### config.mk
export PLATFORM = sky130hd
export DESIGN_NAME = order_function_decoder
export DESIGN_NICKNAME = d
export VERILOG_FILES = /design/src/rtl/order_function_decoder.sv
export SDC_FILE = /design/constraint.sdc
export NUM_CORES = 1
export LEC_CHECK = 0
export BUFFER_PORTS_ARGS = -buffer_cell sky130_fd_sc_hd__buf_2
export CORE_ASPECT_RATIO = 0.5
export CORE_MARGIN = 2
export CORE_UTILIZATION = 40
export CTS_CLUSTER_DIAMETER = 60
export DETAILED_ROUTE_END_ITERATION = 6
export PLACE_DENSITY = 0.65
export REMOVE_ABC_BUFFERS = 1
export SLEW_MARGIN = 0
export SYNTH_ARGS = -nofsm -noshare
export SYNTH_HDL_FRONTEND = slang
export SYNTH_SLANG_ARGS = --single-unit
### constraint.sdc
create_clock -name clk -period 1.9 [get_ports clk]
set_clock_uncertainty 0.1 [all_clocks]
set_input_delay 0.285 -clock clk [delete_from_list [all_inputs] [get_ports clk]]
set_output_delay 0.285 -clock clk [all_outputs]
set_load 0.02 [all_outputs]
### src/rtl/order_function_decoder.sv
`default_nettype none
// ============================================================================
//  Module      : order_function_decoder
//  Description : Serial-to-parallel order front end. Collects a short order
//                LSB first, one digit per strobe. At the end of the order it
//                latches the address, the long/short digit and a one-hot
//                function line for the order coder.
//  Revision    : 1.0 - initial release
// ============================================================================
module order_function_decoder #(
    parameter int ADDR_WIDTH = 10,
    parameter int FUNC_WIDTH = 5
) (
    input  logic                  clk,
    input  logic                  rst,
    input  logic                  mc_start,
    input  logic                  digit_strobe,
    input  logic                  ord_bit,
    input  logic                  clear_order,
    output logic [31:0]           op_onehot,
    output logic [ADDR_WIDTH-1:0] order_addr,
    output logic                  order_long,
    output logic                  order_valid,
    output logic                  frame_err
);

    // Order layout: L digit, address, one spare digit, function code.
    localparam int c_order_w  = ADDR_WIDTH + 2 + FUNC_WIDTH;
    localparam int c_cnt_w    = $clog2(c_order_w);
    localparam int c_func_lsb = ADDR_WIDTH + 2;

    localparam logic [c_cnt_w-1:0] c_last_cnt = c_cnt_w'(c_order_w - 1);
    localparam logic [c_cnt_w-1:0] c_one_cnt  = c_cnt_w'(1);

    typedef enum logic [0:0] {
        ST_IDLE  = 1'b0,
        ST_SHIFT = 1'b1
    } state_t;

    state_t                 state_q,       state_d;
    logic [c_cnt_w-1:0]     cnt_q,         cnt_d;
    logic [c_order_w-1:0]   sreg_q,        sreg_d;
    logic [31:0]            op_onehot_q,   op_onehot_d;
    logic [ADDR_WIDTH-1:0]  order_addr_q,  order_addr_d;
    logic                   order_long_q,  order_long_d;
    logic                   order_valid_q, order_valid_d;
    logic                   frame_err_q,   frame_err_d;

    // The register with the current digit shifted in at the top. After the
    // final digit this is the complete order with d0 at bit 0.
    logic [c_order_w-1:0]   w_shifted;
    logic [FUNC_WIDTH-1:0]  w_code;

    assign w_shifted = {ord_bit, sreg_q[c_order_w-1:1]};
    assign w_code    = w_shifted[c_func_lsb +: FUNC_WIDTH];

    // Next-state: digit collection, restart on mc_start, latch at completion.
    always_comb begin
        state_d       = state_q;
        cnt_d         = cnt_q;
        sreg_d        = sreg_q;
        op_onehot_d   = op_onehot_q;
        order_addr_d  = order_addr_q;
        order_long_d  = order_long_q;
        order_valid_d = 1'b0;
        frame_err_d   = 1'b0;

        if (digit_strobe) begin
            case (state_q)
                ST_IDLE: begin
                    // Only a strobe qualified by mc_start can open an order.
                    if (mc_start) begin
                        sreg_d  = w_shifted;
                        cnt_d   = c_one_cnt;
                        state_d = ST_SHIFT;
                    end
                end
                ST_SHIFT: begin
                    if (mc_start) begin
                        // Truncated order: drop it and treat this digit as
                        // d0 of a fresh one. Stale digits are shifted out
                        // before the new order completes.
                        frame_err_d = 1'b1;
                        sreg_d      = w_shifted;
                        cnt_d       = c_one_cnt;
                    end else if (cnt_q == c_last_cnt) begin
                        sreg_d        = w_shifted;
                        cnt_d         = '0;
                        state_d       = ST_IDLE;
                        order_addr_d  = w_shifted[ADDR_WIDTH:1];
                        order_long_d  = w_shifted[0];
                        op_onehot_d   = '0;
                        op_onehot_d[w_code] = 1'b1;
                        order_valid_d = 1'b1;
                    end else begin
                        sreg_d = w_shifted;
                        cnt_d  = cnt_q + c_one_cnt;
                    end
                end
                default: begin
                    state_d = ST_IDLE;
                end
            endcase
        end

        // Clear overrides any completing order on the op lines only; the
        // address and L digit still take the new values.
        if (clear_order) begin
            op_onehot_d   = '0;
            order_valid_d = 1'b0;
        end
    end

    // State and output registers with synchronous reset.
    always_ff @(posedge clk) begin
        if (rst) begin
            state_q       <= ST_IDLE;
            cnt_q         <= '0;
            sreg_q        <= '0;
            op_onehot_q   <= '0;
            order_addr_q  <= '0;
            order_long_q  <= 1'b0;
            order_valid_q <= 1'b0;
            frame_err_q   <= 1'b0;
        end else begin
            state_q       <= state_d;
            cnt_q         <= cnt_d;
            sreg_q        <= sreg_d;
            op_onehot_q   <= op_onehot_d;
            order_addr_q  <= order_addr_d;
            order_long_q  <= order_long_d;
            order_valid_q <= order_valid_d;
            frame_err_q   <= frame_err_d;
        end
    end

    assign op_onehot   = op_onehot_q;
    assign order_addr  = order_addr_q;
    assign order_long  = order_long_q;
    assign order_valid = order_valid_q;
    assign frame_err   = frame_err_q;

endmodule
`default_nettype wire
After elaboration in Yosys (flattened, before gate mapping)
Cells that the tools add are included.

operators by class
  eq/ne operators = 2
  magnitude comparators = 2
  bitwise gates (word level) = 3
  reductions and logical operators = 6
  add/subtract/negate cells = 1
  muxes and demuxes = 13

operator list
  cell                                                                    number
  17-bit case mux with 2 select lines                                     1
  17-bit two-way mux                                                      1
  5-bit two-way mux                                                       3
  5-bit case mux with 2 select lines                                      1
  5-bit by 6-bit < comparator with 1-bit output (second input constant)   1
  5-bit by 1-bit adder with 5-bit output (second input constant)          1
  1-bit demux with 5-bit select                                           1
  5-bit equality test (second input constant)                             1
  5-bit by 1-bit >= comparator with 1-bit output (second input constant)  1
  1-bit two-way mux                                                       5
  5-bit OR reduction                                                      1
  4-bit AND reduction                                                     1
  1-bit inverter                                                          3
  3-bit OR reduction                                                      1
  2-bit != test (second input constant)                                   1
  1-bit case mux with 2 select lines                                      1
  2-bit AND reduction                                                     1
  2-bit OR reduction                                                      1
  1-bit logical AND                                                       1

word-level totals
  output and inout bits = 45
  input bits = 6
  word-level logic and storage cells = 35
  register bits after elaboration = 68

Longest topological paths before layout
  word-level depth = 4
  depth in mapped cells = 8
  gate-level depth less buffers = 5

Worst setup path before layout
No wires, ideal clock.

  path type = flip-flop to flip-flop
  from = reg cnt_q[0]
  to = reg op_onehot_q[0] (netlist: op_onehot[0])
  required time = 1.684 ns
  data arrival time = 1.388 ns
  setup time = 0.116 ns
  setup slack = 0.297 ns
  period minus slack after synthesis = 1.603 ns
  cell stages (with the launch flop) = 9
  buffers on the path = 3
  path through = dfxtp_1 > inv_1 > ha_1 > nand4bb_1 > buf_2 > nand2b_4 > buf_6 > buf_2 > a31o_1

between the ends
  longest elaborated chain between the ends = 2

RTL lines
  item                                  RTL line  text
  start, declared                       41        logic [c_cnt_w-1:0] cnt_q, cnt_d;
  start signal, assigned                127       cnt_q <= cnt_d;
  5-bit equality test                   86        end else if (cnt_q == c_last_cnt) begin
  4-bit AND reduction (no source line)  -
  end signal, assigned                  129       op_onehot_q <= op_onehot_d;
  end, declared                         43        logic [31:0] op_onehot_q, op_onehot_d;

No other way between the ends.
A chain may end at the register's enable or synchronous reset.

Worst setup path after layout
  from = reg sreg_q[15]
  to = reg op_onehot_q[3] (netlist: op_onehot[3])

between the ends
  longest elaborated chain between the ends = 4
  elaborated cells on any way between the ends = 5
  classes of those cells = order compare (2); mux (2); reduce/logical (1)

RTL lines
  item                                                                                                                                   RTL line  text
  start, declared                                                                                                                        42        logic [c_order_w-1:0] sreg_q, sreg_d;
  start signal, assigned                                                                                                                 128       sreg_q <= sreg_d;
  5-bit by 6-bit < comparator with 1-bit output (not written as such) or 5-bit by 1-bit >= comparator with 1-bit output (tied branches)  93        op_onehot_d[w_code] = 1'b1;
  1-bit logical AND (not written as such)                                                                                                93
  1-bit two-way mux (not written as such)                                                                                                93
  1-bit demux with 5-bit select *                                                                                                        93

Every way passes the cells marked *; elsewhere a longest branch is shown, timed or not.

==> impl_metrics.yaml <==
drt:
  ant_nets: 0
  wl_um: 5980
  vias: 2300
  wl_per_cell_um: 13.8
  drt-initial-drc-count: 214
  vias_per_cell: 5.32
  drc: 0
  drtPass1Iterations: 4
clock_tree:
  cts_root_buf: "clkbuf_16"
  cts_setup_buffers: 0
  cts_buffer_depth: 2
  cts_sinks: 67
  clkLatencyLatePin_ps: 320
  cts_tree: "built"
  clkTransAtPathRegs_ps: 50
  numCtsBuffers: 9
  htreeDepth: 3
worst_setup_path:
  r2r_start: "sreg_q[15]"
  r2r_end: "op_onehot[3]"
  crit_type: "reg2reg"
  cp.arrival_ps: 1880
  r2r_cells: 3
  rrSetupSlack_ps: 190
  crit_fanout: 8
  cp-end-kind: "flip-flop"
  crit_buf_inv: 0
  path_cells: "or4_1, nor4_1, a31o_1"
  slowest_delay_ps: 690
  cpMaxStageDelayCell: "or4_1"
  cp_top_family: "simple AND/OR/NAND/NOR gates"
  cp-start-kind: "flip-flop"
  required_ps: 2070
run:
  drv_cap: 0
synth:
  yosysWarningCount: 0
  synth.top_cells.by_count: "dfxtp_1 (67), nand2_1 (37), nand2b_1 (23)"
  synth.most_common_cell: "dfxtp_1"
  synth_area_um2: 2770
  syn_inst: 294
  synth_top_area_share_pct: 48.4
  synth_top_area_cell: "dfxtp_1"
  ys_ff_latch: 67
  synth_area_leaders: "dfxtp_1 (48%), nand2b_1 (5.2%), nand2_1 (5.0%)"
  avgSynthCellArea_um2: 9.44
  ys_seq_area_share_pct: 48.4
  synth_cell_type_count: 40
  synth_edf_count: 0
  synthFlopType: "dfxtp_1"
  async_flop_share_pct: 0
global_route:
  grt_antenna_before_repair: 0
  grt_max_degree: 47
  grt_pass1_wl_um: 9930
  track_usage_pct: 16.2
  grt_overflow: 0
  grt_pass1_vias: 2105
timing:
  max_clock_freq_mhz: 585
  fin_ws_ps: 189
  finalSetupViolations: 0
  rsz0062_at_grt: "no"
  fin_hold_ws_ps: 81.1
  worst_pin_slew_ps: 552
  final-max-slew-violation-count: 0
  layout_min_cycle_time_ps: 1710
  fin_crit_sh_pct: 90.0
  maxSlewHeadroom_pct: 63.2
  hold_viol: 0
floorplanning:
  coreArea_um2: 6700
  die_w_um: 122
  fp-row-count: 21
  die-area_um2: 7660
  initial_utilization_pct: 41.4
  io_pins: 51
  die_h_um: 62.9
finish:
  layout.nets: 343
  utilization_pct: 50.7
  insertedDiodeCount: 0
  fillers: 639
  drive_gt1_share_pct: 24.7
  synthToLayoutAreaGrowth_pct: 22.4
  regArea_um2: 1340
  multi_input_area_um2: 1270
pwr:
  leakage_nw: 1.27
  power_density_nw_per_um2: 976
  ir_drop_mv: 0.492
hold_path:
  hold_depth: 2
  hold_class: "in2reg"
  min_from: "clear_order"
  hold_end: "order_valid"
place:
  gp_routability_congestion: 0.835
  pre_cts_ws_ps: 171
  io_buffer_count: 50
  dp_hpwl_um: 3820
status:
  outcome: "finished clean"
[worst reg2reg max path, delay by kind of cell, from the launching register on]
family | cells | cell delay, ps
and+or+nand+nor | 2 | 1070
DFF | 1 | 350
AOI/OAI and AO/OA | 1 | 140
[flip-flops by register name, summed over array words and instances (netlist names)]
name / cells
order_long: 1
order_valid: 1
op_onehot: 32
cnt_q: 5
state_q: 1
order_addr: 10
sreg_q: 16
frame_err: 1
[worst max-delay path by stage]
stage	startpoint	end	slack [ps]	depth (start not counted)
6_report	sreg_q[15]	op_onehot[3]	190	3
3_5_place_dp	ord_bit	op_onehot[3]	170	4
2_1_floorplan	cnt_q[0]	order_addr[0]	-890	5
3_3_place_gp	ord_bit	op_onehot[0]	210	4
5_1_grt	cnt_q[0]	op_onehot[3]	80	6
4_1_cts	cnt_q[0]	op_onehot[22]	170	5
[cell type report]
| type | instances | area share [%] |
|---|---|---|
| sequential | 67 | 39.5 |
| multi-input combinational | 194 | 37.5 |
| timing repair buffer | 60 | 9.58 |
| clock buffer | 10 | 7.04 |
| tap | 92 | 3.39 |
| clock inverter | 6 | 2.62 |
| inverter | 3 | 0.332 |
[cell usage in the layout, fill, tap and decap left out, types with 3 or more instances in the layout]
cell type	n
a31o_1	14
nand3_1	3
nand3b_1	5
nor4_1	14
o31ai_1	18
or3b_2	3
o211ai_1	18
a31oi_1	3
nand2b_1	23
mux2i_1	11
clkbuf_16	9
nor2_1	3
dfxtp_1	67
a21oi_1	18
buf_4	10
or4_1	3
nand2_1	37
buf_2	50
[power by group]
group | switching (mW) | leakage, nW | internal, mW
Clock | 0.599 | 0.155 | 1.18
Combinational | 0.0762 | 0.577 | 0.0371
Sequential | 0.00630 | 0.540 | 1.41
[metrics by stage]
| step | TNS (ps) | power [mW] | instances | cell area (um2) |
|---|---|---|---|---|
| floorplan | -23370 | 1.51 | 264 | 2620 |
| global placement | 0 | 1.56 | 416 | 3060 |
| finish | 0 | 3.31 | 432 | 3390 |
| detailed placement | 0 | 1.56 | 416 | 3060 |
| CTS | 0 | 3.34 | 432 | 3390 |
| global route | 0 | 3.42 | 432 | 3390 |
[layer usage]
metal  GRT usage [%]  part of all wire, %  vias up
li1                -                    -     1157
met3            4.56                  4.2       12
met5               0                    0        -
met2            25.3                   47       48
met4            9.05                  1.8        0
met1            20.2                   47     1083
[repair_timing]
| item | 4_1_cts | 5_1_grt |
|---|---|---|
| resized for setup | 0 | 1 |
| endpoints found under the hold margin | 0 | 0 |
| hold buffers | 0 | 0 |
| endpoints found under the setup margin | 0 | 1 |
[kinds of logic (layout without fill, tap and decap cells)]
logic type      Yosys count  count (layout)  share of synthesized area (%)
compound gates           79              79                           20.2
flops                    67              67                           48.4
mux                      11              11                           3.97
fa+ha+maj                 2               2                          0.902
buf+inv                  33              79                           6.00
simple gates            102             102                           20.6
Power figures use the tool's default switching activity.
